### src/rtl/hs_pkg.sv
`default_nettype none
// ============================================================================
//  Module      : hs_pkg
//  Description : Shared types for the valid/ready pattern source family.
//                hs_mode_e      - inter-beat spacing mode selector
//                hs_src_state_e - pattern source sequencing states
//  Revision    : 1.0 - initial release
// ============================================================================
package hs_pkg;

    typedef enum logic [1:0] {
        MODE_B2B  = 2'd0,
        MODE_ALT  = 2'd1,
        MODE_GAP  = 2'd2,
        MODE_RSVD = 2'd3
    } hs_mode_e;

    typedef enum logic [1:0] {
        IDLE = 2'd0,
        SEND = 2'd1,
        GAP  = 2'd2,
        FIN  = 2'd3
    } hs_src_state_e;

endpackage : hs_pkg
`default_nettype wire

### src/rtl/hs_gap_timer.sv
`default_nettype none
// ============================================================================
//  Module      : hs_gap_timer
//  Description : Loadable down-counter that times an idle gap.
//                Loading len=G makes 'expired' assert in the G-th cycle after
//                the load edge, so a consumer that leaves its wait state on
//                'expired' spends exactly G cycles waiting.
//  Ports       : clk     - clock, rising edge
//                rst     - synchronous active-high reset
//                load    - load 'len' into the counter
//                len     - gap length in cycles (GAP_W bits)
//                expired - current cycle is the last one of the gap
//  Revision    : 1.0 - initial release
// ============================================================================
module hs_gap_timer #(
    parameter int GAP_W = 4
) (
    input  logic             clk,
    input  logic             rst,
    input  logic             load,
    input  logic [GAP_W-1:0] len,
    output logic             expired
);

    logic [GAP_W-1:0] r_count;

    always_ff @(posedge clk) begin
        if (rst) begin
            r_count <= '0;
        end else if (load) begin
            r_count <= len;
        end else if (r_count != '0) begin
            r_count <= r_count - GAP_W'(1);
        end
    end

    // Count G..1 across the gap; the cycle holding 1 is the last idle cycle.
    assign expired = (r_count <= GAP_W'(1));

endmodule : hs_gap_timer
`default_nettype wire

### src/rtl/hs_pattern_source.sv
`default_nettype none
// ============================================================================
//  Module      : hs_pattern_source
//  Description : Valid/ready traffic source. On 'start' it emits beat_count
//                beats of incrementing data starting at data_base, with
//                back-to-back, alternating or fixed-gap spacing, honouring
//                downstream backpressure.
//  Ports       : clk, rst         - clock / synchronous active-high reset
//                start            - begin a sequence (ignored while busy)
//                mode, gap        - spacing mode and gap length (mode 2)
//                beat_count       - number of beats to send
//                data_base        - data of the first beat
//                ready_down_in    - downstream ready
//                data_out         - registered beat data
//                valid_down_out   - registered beat valid
//                busy             - sequence in progress
//                done             - one-cycle pulse after the final handshake
//                beats_sent       - handshakes completed this/last sequence
//  Revision    : 1.0 - initial release
// ============================================================================
module hs_pattern_source
    import hs_pkg::*;
#(
    parameter int WIDTH = 32,
    parameter int GAP_W = 4,
    parameter int CNT_W = 16
) (
    input  logic             clk,
    input  logic             rst,
    input  logic             start,
    input  logic [1:0]       mode,
    input  logic [GAP_W-1:0] gap,
    input  logic [CNT_W-1:0] beat_count,
    input  logic [WIDTH-1:0] data_base,
    input  logic             ready_down_in,
    output logic [WIDTH-1:0] data_out,
    output logic             valid_down_out,
    output logic             busy,
    output logic             done,
    output logic [CNT_W-1:0] beats_sent
);

    hs_src_state_e    r_state;
    hs_src_state_e    w_state_nxt;

    // Configuration latched on the accepted start edge.
    hs_mode_e         r_cfg_mode;
    logic [GAP_W-1:0] r_cfg_gap;
    logic [CNT_W-1:0] r_cfg_count;

    logic [WIDTH-1:0] r_data;
    logic             r_valid;
    logic             r_busy;
    logic             r_done;
    logic [CNT_W-1:0] r_beats_sent;

    logic             w_fire;
    logic [CNT_W-1:0] w_beats_inc;
    logic             w_last;
    logic [GAP_W-1:0] w_eff_gap;
    logic             w_gap_load;
    logic             w_gap_expired;

    assign w_fire      = r_valid && ready_down_in;
    assign w_beats_inc = r_beats_sent + CNT_W'(1);
    assign w_last      = (w_beats_inc == r_cfg_count);

    // Idle cycles inserted between beats; the reserved mode behaves as B2B.
    always_comb begin
        w_eff_gap = '0;
        case (r_cfg_mode)
            MODE_ALT: w_eff_gap = GAP_W'(1);
            MODE_GAP: w_eff_gap = r_cfg_gap;
            default:  w_eff_gap = '0;
        endcase
    end

    assign w_gap_load = (r_state == SEND) && w_fire && !w_last && (w_eff_gap != '0);

    hs_gap_timer #(
        .GAP_W (GAP_W)
    ) u_gap_timer (
        .clk     (clk),
        .rst     (rst),
        .load    (w_gap_load),
        .len     (w_eff_gap),
        .expired (w_gap_expired)
    );

    always_comb begin
        w_state_nxt = r_state;
        case (r_state)
            IDLE: begin
                if (start) begin
                    w_state_nxt = (beat_count == '0) ? FIN : SEND;
                end
            end
            SEND: begin
                if (w_fire) begin
                    if (w_last) begin
                        w_state_nxt = FIN;
                    end else if (w_eff_gap != '0) begin
                        w_state_nxt = GAP;
                    end
                end
            end
            GAP: begin
                if (w_gap_expired) begin
                    w_state_nxt = SEND;
                end
            end
            FIN: begin
                w_state_nxt = IDLE;
            end
            default: begin
                w_state_nxt = IDLE;
            end
        endcase
    end

    // Status outputs are registered copies of the next-state decode, so they
    // line up with r_state without any output decoding after the flops.
    always_ff @(posedge clk) begin
        if (rst) begin
            r_state      <= IDLE;
            r_cfg_mode   <= MODE_B2B;
            r_cfg_gap    <= '0;
            r_cfg_count  <= '0;
            r_data       <= '0;
            r_valid      <= 1'b0;
            r_busy       <= 1'b0;
            r_done       <= 1'b0;
            r_beats_sent <= '0;
        end else begin
            r_state <= w_state_nxt;
            r_valid <= (w_state_nxt == SEND);
            r_done  <= (w_state_nxt == FIN);
            r_busy  <= (w_state_nxt != IDLE);
            if ((r_state == IDLE) && start) begin
                r_cfg_mode   <= hs_mode_e'(mode);
                r_cfg_gap    <= gap;
                r_cfg_count  <= beat_count;
                r_data       <= data_base;
                r_beats_sent <= '0;
            end else if (w_fire) begin
                r_data       <= r_data + WIDTH'(1);
                r_beats_sent <= w_beats_inc;
            end
        end
    end

    assign data_out       = r_data;
    assign valid_down_out = r_valid;
    assign busy           = r_busy;
    assign done           = r_done;
    assign beats_sent     = r_beats_sent;

endmodule : hs_pattern_source
`default_nettype wire
### config.mk
export PLATFORM = sky130hd
export DESIGN_NAME = hs_pattern_source
export DESIGN_NICKNAME = d
export VERILOG_FILES = /design/src/rtl/hs_pkg.sv /design/src/rtl/hs_gap_timer.sv /design/src/rtl/hs_pattern_source.sv
export SDC_FILE = /design/constraint.sdc
export NUM_CORES = 1
export LEC_CHECK = 0
export ABC_AREA = 1
export BUFFER_PORTS_ARGS = -buffer_cell sky130_fd_sc_hd__buf_2
export CAP_MARGIN = 20
export CORE_MARGIN = 4
export CORE_UTILIZATION = 59
export DETAILED_ROUTE_END_ITERATION = 8
export PLACE_DENSITY = 0.86
export SLEW_MARGIN = 20
export SYNTH_ARGS = -nofsm -noshare
export SYNTH_HDL_FRONTEND = slang
export SYNTH_HIERARCHICAL = 1
export SYNTH_SLANG_ARGS = --single-unit
### constraint.sdc
create_clock -name clk -period 3.9 [get_ports clk]
set_clock_uncertainty 0.1 [all_clocks]
set_input_delay 0.195 -clock clk [delete_from_list [all_inputs] [get_ports clk]]
set_output_delay 0.195 -clock clk [all_outputs]
set_load 0.005 [all_outputs]
After elaboration in Yosys (flattened, before gate mapping)
Cells that the tools add are included.
W data, S select, Z words.
{"block": "totals", "word_cells": 48, "ff_bits": 79}
{"block": "classes", "reduce_logical": 14, "order_cmp": 1, "mux": 12, "n_eq_ne": 8, "add_sub_neg": 3}
{"cell": "$mux W32", "count": 2}
{"cell": "$add A32 B1 Y32 const B", "count": 1}
{"cell": "$add A16 B1 Y16 const B", "count": 1}
{"cell": "$eq A16 B16 Y1", "count": 1}
{"cell": "$logic_not A16 Y1", "count": 1}
{"cell": "$mux W2", "count": 6}
{"cell": "$eq A2 B2 Y1 const B", "count": 4}
{"cell": "$mux W4", "count": 2}
{"cell": "$pmux W2 S4", "count": 1}
{"cell": "$pmux W4 S2", "count": 1}
{"cell": "$reduce_bool A4 Y1", "count": 2}
{"cell": "$eq A2 B1 Y1 const B", "count": 3}
{"cell": "$reduce_bool A2 Y1", "count": 3}
{"cell": "$logic_and A1 B1 Y1", "count": 5}
{"cell": "$le A4 B1 Y1 const B", "count": 1}
{"cell": "$sub A4 B1 Y4 const B", "count": 1}
{"cell": "$logic_not A2 Y1", "count": 1}
{"cell": "$reduce_or A2 Y1", "count": 1}
{"cell": "$logic_not A1 Y1", "count": 1}

Longest topological paths before layout
Gate-level depths: netlist of run 1.
{"block": "logic_depth", "depth_word": 8, "depth_mapped": 19, "ltp_nobuf": 19}

By module
The synthesis of run 1 kept the hierarchy.
{"mod": "hs_pattern_source", "seq_area_each_um2": 1501.4, "area_each_um2": 4578.1, "cells_per_inst": 705, "n_inst": 1}
{"mod": "hs_gap_timer", "seq_area_each_um2": 80.1, "area_each_um2": 281.5, "cells_per_inst": 41, "n_inst": 1}

Least setup slack after synthesis of run 1
No wires, ideal clock.
{"block": "synth_timing", "path_type": "reg-to-reg", "start": "reg r_beats_sent[0] (netlist: beats_sent[0])", "end": "reg u_gap_timer.r_count[0]", "path_slack_ns": 1.577, "period_less_slack_ns": 2.323, "n_path_buf": 0, "t_required_ns": 3.686, "path_stages_with_launch": 19, "t_arrival_ns": 2.109, "path_cell_list": "dfxtp_1 ha_1 nand2_1 nor2_4 nand2_2 nor2_1 nand2_1 nand2_1 nand2_1 nand3_1 nor2_1 nand3_1 nand2_1 nor2_1 inv_2 o21ai_1 nand2_1 nand2_1 nor2_2"}
{"block": "synth_via", "elab_chain_cells": 6, "elab_cells_between_ends": 7}
{"element": "start: declaration", "line": "hs_pattern_source.sv:55", "text": "logic [CNT_W-1:0] r_beats_sent;"}
{"element": "start signal: assignment", "line": "hs_pattern_source.sv:147", "text": "r_beats_sent <= w_beats_inc;"}
{"element": "$add A16 B1 Y16 *", "line": "hs_pattern_source.sv:65", "text": "assign w_beats_inc = r_beats_sent + CNT_W'(1);"}
{"element": "$eq A16 B16 Y1 *", "line": "hs_pattern_source.sv:66", "text": "assign w_last = (w_beats_inc == r_cfg_count);"}
{"element": "$logic_not A1 Y1 *", "line": "hs_pattern_source.sv:78", "text": "assign w_gap_load = (r_state == SEND) && w_fire && !w_last && (w_eff_gap != '0);"}
{"element": "$logic_and A1 B1 Y1 * (2 in a row)", "line": "hs_pattern_source.sv:78"}
{"element": "via w_gap_load", "line": "hs_pattern_source.sv:61", "text": "logic w_gap_load;"}
{"element": "$mux W4 or $reduce_bool A2 Y1 (tied branches)"}
{"element": "end signal: assignment", "line": "hs_gap_timer.sv:31", "text": "r_count <= len;"}
{"element": "end signal: assignment", "line": "hs_gap_timer.sv:33", "text": "r_count <= r_count - GAP_W'(1);"}
{"element": "end: declaration", "line": "hs_gap_timer.sv:25", "text": "logic [GAP_W-1:0] r_count;"}
The timed path passes the listed nets; every way through them passes the cells marked *.
A chain may end at the register's enable or synchronous reset.

Worst setup path in the final report of run 1
Ends and elaborated chain as after synthesis.

==> metrics.md, run 1 <==
| Metric | Value |
|---|---|
| Final nets | 915 |
| Crit path required time | 4060 ps |
| Reg clk slew, reported paths | 90 ps |
| Critical-path top delay cell | dfxtp_1 |
| Iteration-0 DRC Markers | 415 |
| Vias post-DR | 5546 |
| Post-Syn Nets | 810 |
| H-tree depth | 3 |
| Synth Instances | 746 |
| Die H | 98.8 µm |
| Final setup violation count | 0 |
| Sequential fraction of the synthesis area | 0.325 |
| Pre-Repair DR Iteration Count | 5 |
| Worst path cell trace | ha_1 > nand2_1 > nor2_4 > nand2_2 > nor2_1 > nand2_1 > nand2_1 > nand2_1 > nand3_1 > nor2_1 > nand3_1 > nand2_1 > nor2_1 > inv_2 > o21ai_1 > nand2_1 > nand2_1 > nor2_2 |
| I/O Buffers | 108 |
| Yosys cell types | 42 |
| Hold Slack | 3.87 ps |
| Fillers | 690 |
| Status | complete, no violations |
| RSZ-0062 raised after global routing | false |
| Element type at the critical path start | flip-flop |
| Wire per inst | 15.5 µm |
| Crit Path Max Fanout | 7 |
| Routed Wire Length | 14900 µm |
| Crit path buffers/inverters | 1 |
| Final Cell Area | 5700 µm² |
| Kind of critical path | reg -> reg |
| Fin cells | 957 |
| TritonCTS clock tree | done |
| Final Hold Vio Count | 0 |
| Largest net degree at the start of global routing | 39 |
| Placement Rows | 32 |
| Post-Place Cell Area | 5460 µm² |
| Critical Path End Type | flip-flop |
| Yosys warning count | 6 |
| Initial Util | 0.619 |
| Clock Tree Buf Depth | 2 |
| Setup tns final | 0 ps |
| Total CTS buffers | 9 |
| TritonCTS Sinks | 79 |
| Final core utilization | 0.726 |
| First-pass GRT wire length | 24700 µm |
| LEAKAGE | 0.00261 µW |
| Cell mode on critical path | nand2_1 |
| Pwr dens | 356 nW/µm² |
| Antenna violations before repair | 0 |
| Clock tree root driver cell | clkbuf_8 |
| Max_slew headroom | 0.304 |
| DRC errors left | 0 |
| Core box area | 7850 µm² |
| Max-cap violations | 0 |
| Mapped cell area | 4860 µm² |
| Die Area | 9750 µm² |
| Global placement routability congestion | 1.02 |
| Total grt overflow | 0 |
| Number of global-route vias before repair | 5326 |
| Reg area | 1580 µm² |
| Share of layout cells above drive strength 1 | 0.206 |
| Number of inserted diodes | 0 |
| Slew Limit Fails | 0 |
| WP data arrival | 2840 ps |
| Critical path's top delay family | simple AND/OR/NAND/NOR gates |
| Total global-route track usage | 0.305 |
| Syn avg cell area | 6.51 µm² |
| Most frequent cells in the layout | nand2_1 (173), buf_2 (108), inv_1 (88) |
| Worst-Skew Late Latency | 360 ps |
| Number of nets with antenna violations after routing | 0 |
| Area Overhead vs Synth | 17.2% |
| # placed instances | 935 |
| Crit share post-route | 0.688 |
| Hold Path Class | in -> reg |
| Synthesized flop and latch total | 79 |
| Peak supply drop | 0.258 mV |
| Max Freq | 373 MHz |
| Post-DP HPWL | 10900 µm |
| Die Span X | 98.8 µm |
| Post-layout minimum cycle time | 2680 ps |
| Slew @ Worst Pin | 1040 ps |
| Max incr delay on CP | 460 ps |
| DR vias/cell | 5.80 |
| Area occupied by multi-input gates | 2830 µm² |
| Commonest non-fill, non-tap cell in the layout | nand2_1 |
| Io pins | 109 |
==> worst register-to-register path, cell delays in order (launching register included) <==
cell and delay (ps):
dfxtp_1 460, ha_1 240, nand2_1 100, nor2_4 170, nand2_2 90, nor2_1 90
nand2_1 80, nand2_1 90, nand2_1 60, nand3_1 80, nor2_1 40, nand3_1 110
nand2_1 90, nor2_1 350, inv_2 130, o21ai_1 140, nand2_1 70, nand2_1 70
nor2_2 30
==> path summary, 6_finish.rpt <==
path	start	endpoint	slack, ps	cells past startpoint
min reg2reg	r_cfg_count[9]	r_cfg_count[9]	390	2
min	data_base[3]	data_out[3]	4	3
max reg2reg	beats_sent[0]	u_gap_timer/r_count[0]	1220	18
max	beats_sent[0]	u_gap_timer/r_count[0]	1220	18
==> layer usage <==
layer  GRT usage  vias to the layer above  wire [µm]
li1            -                     2671          -
met1       0.374                     2530       5830
met2       0.520                      283       7170
met3      0.0637                       62       1260
met4       0.124                        0        583
met5           0                        -          0
==> synthesized netlist by cell type (all sizes together) <==
library cell,count,share of area
o221a,1,0.0023
clkinv,1,0.00077
dfxtp,79,0.33
inv,93,0.072
o21a,1,0.0015
o21bai,2,0.0031
clkbuf,17,0.013
o22ai,1,0.0013
nor2,92,0.089
a31oi,5,0.0064
nor3,19,0.024
xor2,9,0.016
a21oi,46,0.048
o211ai,11,0.017
nand2,181,0.14
o21ai,61,0.064
a211oi,5,0.0077
ha,6,0.015
nand3b,5,0.0077
nor4,7,0.0090
nand3,63,0.074
nand4,18,0.024
or2,5,0.0064
xnor2,5,0.011
a311oi,5,0.0090
buf,8,0.0075
==> per-stage QoR <==
| step | setup slack [ps] | total power (µW) |
|---|---|---|
| 2_1_floorplan | 1580 | 1320 |
| 3_3_place_gp | 1420 | 1460 |
| 3_5_place_dp | 1270 | 1480 |
| 4_1_cts | 1260 | 2020 |
| 5_1_grt | 926 | 2140 |
| 6_report | 1220 | 2030 |
==> sequential cells by signal (all words and copies together) (netlist names) <==
| name | count |
|---|---|
| beats_sent | 16 |
| r_cfg_mode | 2 |
| r_state | 2 |
| valid_down_out | 1 |
| u_gap_timer/r_count | 4 |
| done | 1 |
| r_cfg_count | 16 |
| data_out | 32 |
| r_cfg_gap | 4 |
| busy | 1 |
==> cell families after synthesis <==
kind of cell | count (synthesis) | share of synthesized area
simple gates | 390 | 0.379
compound gates | 138 | 0.160
buf+inv | 119 | 0.0935
flops | 79 | 0.325
xor+xnor | 14 | 0.0268
fa+ha+maj | 6 | 0.0154
==> power breakdown <==
group | internal [µW] | total (µW) | switching, µW
logic | 203 | 507 | 303
clock network | 228 | 545 | 316
registers | 883 | 975 | 92.1
total | 1310 | 2030 | 712
==> what timing repair did <==
item                      4_1_cts  5_1_grt
hold buffers                    7        0
gates resized for setup         0        0
buffers inserted                0        0
hold endpoints to repair        7        0
==> area by class of cell <==
cell class / count / share of cell area
inverter: 94 / 0.0620
timing repair buffer: 119 / 0.112
sequential: 79 / 0.278
clock buffer: 10 / 0.0224
multi-input combinational: 548 / 0.497
tap: 102 / 0.0224
clock inverter: 5 / 0.00593
(Power assumes the default switching activity.)
==> run 2: changes to the inputs <==
Settings changed: ABC_AREA 1 to 0, CORE_UTILIZATION 59 to 53, PLACE_DENSITY 0.86 to 0.8.
Clock period 3.9 ns to 2.7 ns, I/O delays scaled along.
==> metrics.md, run 2 <==
| Metric | Value |
|---|---|
| FF-to-FF path depth | 9 (was 18) |
| Pre-Repair DR Iteration Count | 5 (unchanged) |
| Crit Path Max Fanout | 3 (was 7) |
| Synthesized flop and latch total | 79 (unchanged) |
| Peak supply drop | 0.359 mV (was 0.258 mV) |
| Element type at the critical path start | flip-flop (unchanged) |
| Post-synth EDFFs | 0 (unchanged) |
| Max-cap violations | 0 (unchanged) |
| Synth area leaders | dfxtp_1 (37%), nand2_1 (7.2%), xnor2_1 (6.4%) (was dfxtp_1 (33%), nand2_1 (13%), inv_1 (6.9%)) |
| Mapped cell area | 4270 µm² (was 4860 µm²) |
| Vias post-DR | 4534 (was 5546) |
| H-tree depth | 3 (unchanged) |
| Area Overhead vs Synth | 35.1% (was 17.2%) |
| Post-layout minimum cycle time | 2640 ps (was 2680 ps) |
| Syn avg cell area | 7.93 µm² (was 6.51 µm²) |
| Max reg flops | 32 (unchanged) |
| Clock tree root driver cell | clkbuf_8 (unchanged) |
| Final setup violation count | 0 (unchanged) |
| Max Freq | 379 MHz (was 373 MHz) |
| Status | complete, no violations (unchanged) |
| Antenna violations before repair | 0 (unchanged) |
| Final nets | 767 (was 915) |
| Most common cell in the netlist | nand2_1 (unchanged) |
| I/O Buffers | 108 (unchanged) |
| Hold EP | data_out[1] (was data_out[3]) |
| Kind of critical path | reg -> reg (unchanged) |
| Crit path required time | 2870 ps (was 4060 ps) |
| Total grt overflow | 0 (unchanged) |
| Reg2Reg Capture Point | u_gap_timer/r_count[3] (was u_gap_timer/r_count[0]) |
| Synth Instances | 538 (was 746) |
| LEAKAGE | 0.00229 µW (was 0.00261 µW) |
| Max incr delay on CP | 560 ps (was 460 ps) |
| Max_slew headroom | 0.511 (was 0.304) |
| Yosys warning count | 6 (unchanged) |
| Total CTS buffers | 9 (unchanged) |
| Initial Util | 0.549 (was 0.619) |
| R2r setup slk | 60 ps (was 1220 ps) |
| First-pass GRT wire length | 20800 µm (was 24700 µm) |
| Most frequent cells in the layout | buf_2 (108), nand2_1 (81), dfxtp_1 (75) (was nand2_1 (173), buf_2 (108), inv_1 (88)) |
| Number of inserted diodes | 0 (unchanged) |
| DRC errors left | 0 (unchanged) |
| DP Worst Slack | 4.54 ps (was 1270 ps) |
| Final worst setup slack | 62.5 ps (was 1220 ps) |
| Total global-route track usage | 0.259 (was 0.305) |
| Wire per inst | 15.6 µm (was 15.5 µm) |
| Number of nets with antenna violations after routing | 0 (unchanged) |
| Number of global-route vias before repair | 4524 (was 5326) |
| Reg clk slew, reported paths | 90 ps (about the same) |
| Worst-Skew Late Latency | 350 ps (was 360 ps) |
| Worst r2r src | beats_sent[0] (unchanged) |
| Most frequent cells after synthesis | nand2_1 (82), dfxtp_1 (79), nor2_1 (67) (was nand2_1 (173), inv_1 (89), dfxtp_1 (79)) |
| Main synth FF type | dfxtp_1 (unchanged) |
| Share of layout cells above drive strength 1 | 0.243 (was 0.206) |
| Clock Tree Buf Depth | 2 (unchanged) |
| Post-Syn Nets | 602 (was 810) |
| Dominant cell type by area after synthesis | dfxtp_1 (unchanged) |
| Crit path buffers/inverters | 0 (was 1) |
| Hold Path Class | in -> reg (unchanged) |
| Critical Path End Type | flip-flop (unchanged) |
| Sequential fraction of the synthesis area | 0.371 (was 0.325) |
| WP data arrival | 2810 ps (was 2840 ps) |
| Critical path's top delay family | simple AND/OR/NAND/NOR gates (unchanged) |
| Yosys cell types | 53 (was 42) |
| Crit share post-route | 0.977 (was 0.688) |
| HP Start | data_base[1] (was data_base[3]) |
| Final Hold Vio Count | 0 (unchanged) |
| Largest net degree at the start of global routing | 75 (was 39) |
| Hold path depth | 3 (unchanged) |
| Global placement routability congestion | 0.934 (was 1.02) |
| Post-DP HPWL | 8350 µm (was 10900 µm) |
| TritonCTS Sinks | 79 (unchanged) |
| TritonCTS clock tree | done (unchanged) |
| Core box area | 7770 µm² (was 7850 µm²) |
| Worst path cell trace | ha_4 > xor2_1 > a311oi_1 > o211ai_1 > or4b_4 > nor3_4 > a21oi_2 > or2_4 > o32ai_2 (was ha_1 > nand2_1 > nor2_4 > nand2_2 > nor2_1 > nand2_1 > nand2_1 > nand2_1 > nand3_1 > nor2_1 > nand3_1 > nand2_1 > nor2_1 > inv_2 > o21ai_1 > nand2_1 > nand2_1 > nor2_2) |
| Critical-path top delay cell | or4b_4 (was dfxtp_1) |
| Synth top area share | 0.371 (was 0.325) |
| Die Span X | 97.7 µm (was 98.8 µm) |
| Commonest non-fill, non-tap cell in the layout | buf_2 (was nand2_1) |
| Placement Rows | 32 (unchanged) |
| Die H | 97.7 µm (was 98.8 µm) |
| Pwr dens | 495 nW/µm² (was 356 nW/µm²) |
| Iteration-0 DRC Markers | 159 (was 415) |
| Power, Total | 2860 µW (was 2030 µW) |
| Slew @ Worst Pin | 733 ps (was 1040 ps) |
| Die Area | 9550 µm² (was 9750 µm²) |
| Routed Wire Length | 12600 µm (was 14900 µm) |
| DR vias/cell | 5.60 (was 5.80) |
| Fraction of registers with async set/reset | 0 (unchanged) |
| Slew Limit Fails | 0 (unchanged) |
| Final core utilization | 0.742 (was 0.726) |
| Io pins | 109 (unchanged) |
-- run 2: area by class of cell --
class,instances,area [µm²]
clock buffers,11,141
clock inverters,5,56.3
fillers,593,2000
inverters,10,37.5
multi-input cells,418,2560
flip-flops and latches,79,1590
well taps,102,128
repair buffers,185,1250
-- run 2: kinds of logic after synthesis --
family	Yosys count	share of synthesized area
buffers and inverters	41	0.0390
muxes	1	0.00352
DFF	79	0.371
adders and majority gates	6	0.0176
AOI/OAI and AO/OA	91	0.140
xor gates and xnor gates	60	0.123
and+or+nand+nor	260	0.306
-- run 2: worst reg2reg max path: cells and delay by family (launching register included) --
| kind | cells | cell delay [ps] |
|---|---|---|
| adders and majority gates | 1 | 240 |
| xor gates and xnor gates | 1 | 140 |
| and+or+nand+nor | 3 | 1100 |
| DFF | 1 | 340 |
| AOI/OAI and AO/OA | 4 | 640 |
-- run 2: worst max path at each step --
stage	startpoint	end	slack (ps)	depth (start not counted)
after global routing	beats_sent[3]	u_gap_timer/r_count[3]	-40	8
final	beats_sent[0]	u_gap_timer/r_count[3]	60	9
after detailed placement	beats_sent[0]	u_gap_timer/r_count[3]	5	9
after global placement	beats_sent[0]	u_gap_timer/r_count[3]	40	9
after CTS	beats_sent[0]	u_gap_timer/r_count[3]	30	9
after floorplan	beats_sent[0]	u_gap_timer/r_count[3]	6	9
-- run 2: metrics by stage --
step / hold WS, ps / setup TNS (ps) / area, µm² / std cells
2_1_floorplan: 114 / 0 / 4270 / 538
3_3_place_gp: 282 / 0 / 4970 / 739
3_5_place_dp: 285 / 0 / 4970 / 739
4_1_cts: 20.3 / 0 / 5720 / 809
5_1_grt: 41.0 / -97.3 / 5770 / 810
6_report: 38.3 / 0 / 5770 / 810
-- run 2: what timing repair did --
item,CTS,global route
setup buffers,1,1
hold buffers,53,0
endpoints found under the hold margin,53,0
pin swaps,1,4
resized for setup,2,8
setup endpoints to repair,1,5
-- run 2: power breakdown --
group          internal (µW)  total, µW  leakage, µW  switching [µW]
Clock                    454        907    0.0000997             453
Sequential              1250       1340     0.000651            92.2
Combinational            321        606      0.00154             285
Total                   2020       2860      0.00229             831
-- run 2: routing by layer --
metal  up-vias  global-route usage  wire [µm]
met4         0               0.119        492
met5         -                   0          0
met2       163               0.444       6210
met3        38              0.0517        729
met1      2123               0.313       5200
li1       2210                   -          -
==> run 3: changes to the inputs <==
Settings changed: CORE_UTILIZATION 53 to 54, PLACE_DENSITY 0.8 to 0.81, SYNTH_HIERARCHICAL 1 to not set.
==> metrics.md, run 3 <==
| Metric | Value |
|---|---|
| Status | complete, no violations (unchanged) |
| Hold Slack | 12.5 ps (was 38.3 ps) |
| Die H | 97.3 µm (was 97.7 µm) |
| Syn avg cell area | 8.24 µm² (was 7.93 µm²) |
| Placement Rows | 32 (unchanged) |
| Core box area | 7730 µm² (was 7770 µm²) |
| FF-to-FF path depth | 7 (was 9) |
| Synthesized flop and latch total | 79 (unchanged) |
| Crit Path Max Fanout | 4 (was 3) |
| Number of global-route vias before repair | 4565 (was 4524) |
| WP data arrival | 2740 ps (was 2810 ps) |
| Most frequent cells after synthesis | dfxtp_1 (79), nand2_1 (69), nor2_1 (51) (was nand2_1 (82), dfxtp_1 (79), nor2_1 (67)) |
| Die Span X | 97.3 µm (was 97.7 µm) |
| HP Start | data_base[18] (was data_base[1]) |
| Crit share post-route | 0.975 (was 0.977) |
| H-tree depth | 3 (unchanged) |
| Mapped cell area | 4300 µm² (was 4270 µm²) |
| Max reg flops | 32 (unchanged) |
| Yosys cell types | 59 (was 53) |
| Pre-Repair DR Iteration Count | 5 (unchanged) |
| Initial Util | 0.557 (was 0.549) |
| Top routing layer used | met4 (unchanged) |
| Mux cell area share after synthesis | 0 (was 0.00352) |
| Critical Path End Type | flip-flop (unchanged) |
| Share of layout cells above drive strength 1 | 0.249 (was 0.243) |
| Hold path depth | 3 (unchanged) |
| Post-synth EDFFs | 0 (unchanged) |
| I/O Buffers | 108 (unchanged) |
| Crit path required time | 2810 ps (was 2870 ps) |
| Slew @ Worst Pin | 607 ps (was 733 ps) |
| Reg area | 1580 µm² (was 1590 µm²) |
| Clock Tree Buf Depth | 2 (unchanged) |
| Total global-route track usage | 0.282 (was 0.259) |
| R2r setup slk | 70 ps (was 60 ps) |
| DP Worst Slack | 50.7 ps (was 4.54 ps) |
| Synth Instances | 522 (was 538) |
| Area occupied by multi-input gates | 2540 µm² (was 2560 µm²) |
| Peak supply drop | 0.363 mV (was 0.359 mV) |
| Dominant cell type by area after synthesis | dfxtp_1 (unchanged) |
| XOR/XNOR Fraction of Synth Area | 0.131 (was 0.123) |
| Total CTS buffers | 9 (unchanged) |
| Max Freq | 380 MHz (was 379 MHz) |
| Met3 wire length | 996 µm (was 729 µm) |
| Post-DP HPWL | 8440 µm (was 8350 µm) |
| Final worst setup slack | 66.6 ps (was 62.5 ps) |
| Final setup violation count | 0 (unchanged) |
| Max_slew headroom | 0.594 (was 0.511) |
| Sequential fraction of the synthesis area | 0.368 (was 0.371) |
| Synth area leaders | dfxtp_1 (37%), xor2_1 (6.7%), nand2_1 (6.0%) (was dfxtp_1 (37%), nand2_1 (7.2%), xnor2_1 (6.4%)) |
| Main synth FF type | dfxtp_1 (unchanged) |
| Largest net degree at the start of global routing | 55 (was 75) |
| Hold EP | data_out[18] (was data_out[1]) |
| Reg2Reg Capture Point | u_gap_timer.r_count[2] (was u_gap_timer/r_count[3]) |
| Postcts setup bufs | 0 (was 1) |
| Post-layout minimum cycle time | 2630 ps (was 2640 ps) |
| Worst r2r src | beats_sent[4] (was beats_sent[0]) |
| Synth top area share | 0.368 (was 0.371) |
| Setup tns final | 0 ps (unchanged) |
| Die Area | 9460 µm² (was 9550 µm²) |
| Largest family of logic cells by synthesized area | simple AND/OR/NAND/NOR gates (unchanged) |
| Iteration-0 DRC Markers | 408 (was 159) |
| Wire per inst | 16.9 µm (was 15.6 µm) |
| RSZ-0062 raised after global routing | false |
| Hold Path Class | in -> reg (unchanged) |
| Number of nets with antenna violations after routing | 0 (unchanged) |
| Clock tree root driver cell | clkbuf_8 (unchanged) |
| TritonCTS clock tree | done (unchanged) |
| Yosys warning count | 0 (was 6) |
| Final Hold Vio Count | 0 (unchanged) |
| Vias post-DR | 4577 (was 4534) |
| DRC errors left | 0 (unchanged) |
| Met2 WL | 6630 µm (was 6210 µm) |
| DR vias/cell | 5.77 (was 5.60) |
| Fraction of registers with async set/reset | 0 (unchanged) |
| Post-synthesis compound-gate area fraction | 0.167 (was 0.140) |
| LEAKAGE | 0.00232 µW (was 0.00229 µW) |
| Commonest non-fill, non-tap cell in the layout | buf_2 (unchanged) |
| Io pins | 109 (unchanged) |
| Total grt overflow | 0 (unchanged) |
| Post-Synth Simple-Gate Area | 0.266 (was 0.306) |
| Fillers | 525 (was 593) |
| Pwr dens | 507 nW/µm² (was 495 nW/µm²) |
| Global placement routability congestion | 0.982 (was 0.934) |
| Slew Limit Fails | 0 (unchanged) |
| Most common cell in the netlist | dfxtp_1 (was nand2_1) |
| Max-cap violations | 0 (unchanged) |
| TritonCTS Sinks | 79 (unchanged) |
| M1 WL | 5180 µm (was 5200 µm) |
| Routed Wire Length | 13400 µm (was 12600 µm) |
| Antenna violations before repair | 1 (was 0) |
| Final nets | 749 (was 767) |
| Post-Syn Nets | 586 (was 602) |
| Area Overhead vs Synth | 33.7% (was 35.1%) |
| Element type at the critical path start | flip-flop (unchanged) |
| Post-synthesis adder-cell area fraction | 0.0174 (was 0.0176) |
| Worst-Skew Late Latency | 350 ps (about the same) |
| Reg clk slew, reported paths | 80 ps (was 90 ps) |
| First-pass GRT wire length | 22000 µm (was 20800 µm) |
| Kind of critical path | reg -> reg (unchanged) |
| Most frequent cells in the layout | buf_2 (108), dfxtp_1 (77), nand2_1 (69) (was buf_2 (108), nand2_1 (81), dfxtp_1 (75)) |
-- run 3: cell count changes in the layout (fill, tap and decap cells not counted), moves of 5 or more --
cell / before / now
nor3_1: 17 / 7
nand2_1: 81 / 69
nand4_1: 11 / 16
a21oi_1: 30 / 41
nor2_1: 67 / 51
o21ai_0: 9 / 25
-- run 3: how the worst max path moves through the flow --
stage | startpoint | end | slack, ps
detailed placement | beats_sent[5] | u_gap_timer.r_count[3] | 50
floorplan | beats_sent[1] | valid_down_out | 220
global route | beats_sent[2] | u_gap_timer.r_count[0] | 2
global placement | beats_sent[5] | u_gap_timer.r_count[2] | 170
CTS | beats_sent[5] | u_gap_timer.r_count[2] | 40
finish | beats_sent[4] | u_gap_timer.r_count[2] | 70
-- run 3: critical path, stage by stage (launching register included) --
cell       delay (ps)
dfxtp_1           450
nand3_2           130
or3_4             420
a2111oi_4         410
nand4_2           230
or4_4             560
nand4_1           120
a21oi_1            70
-- run 3: kinds of logic (layout without fill, tap and decap cells) --
kind of cell	Yosys count	in the layout
adders and majority gates	6	6
DFF	79	79
AOI/OAI and AO/OA	109	109
other	0	1
and+or+nand+nor	222	222
xor gates and xnor gates	62	62
buffers and inverters	44	212
-- run 3: area by class of cell --
type,instances,area share
clock buffer,11,0.0228
multi-input combinational,399,0.442
sequential,79,0.275
tap,102,0.0222
clock inverter,5,0.0141
inverter,13,0.00848
antenna,1,0.000435
timing repair buffer,183,0.215
-- run 3: per-stage QoR --
| step | power [µW] | cell area (µm²) | instances | utilization |
|---|---|---|---|---|
| finish | 2920 | 5750 | 793 | 0.745 |
| global placement | 1860 | 4970 | 723 | 0.643 |
| floorplan | 1700 | 4300 | 522 | - |
| detailed placement | 1890 | 4970 | 723 | 0.643 |
| CTS | 2900 | 5710 | 792 | 0.739 |
| global route | 3060 | 5750 | 793 | 0.745 |
-- run 3: report_power, final --
group	leakage [µW]	internal [µW]	switching [µW]	total [µW]
registers	0.000650	1260	101	1360
clock network	0.000104	524	442	966
logic	0.00157	286	311	597
-- run 3: routing by layer --
layer	global-route usage	vias to the layer above
li1	-	2172
met1	0.328	2106
met2	0.478	240
met3	0.0696	59
met4	0.145	0
met5	0	-
-- run 3: repair_timing --
| action | CTS | global route |
|---|---|---|
| resized for setup | 0 | 8 |
| hold buffers | 53 | 0 |
| endpoints found under the hold margin | 53 | 0 |
| endpoints found under the setup margin | 0 | 7 |
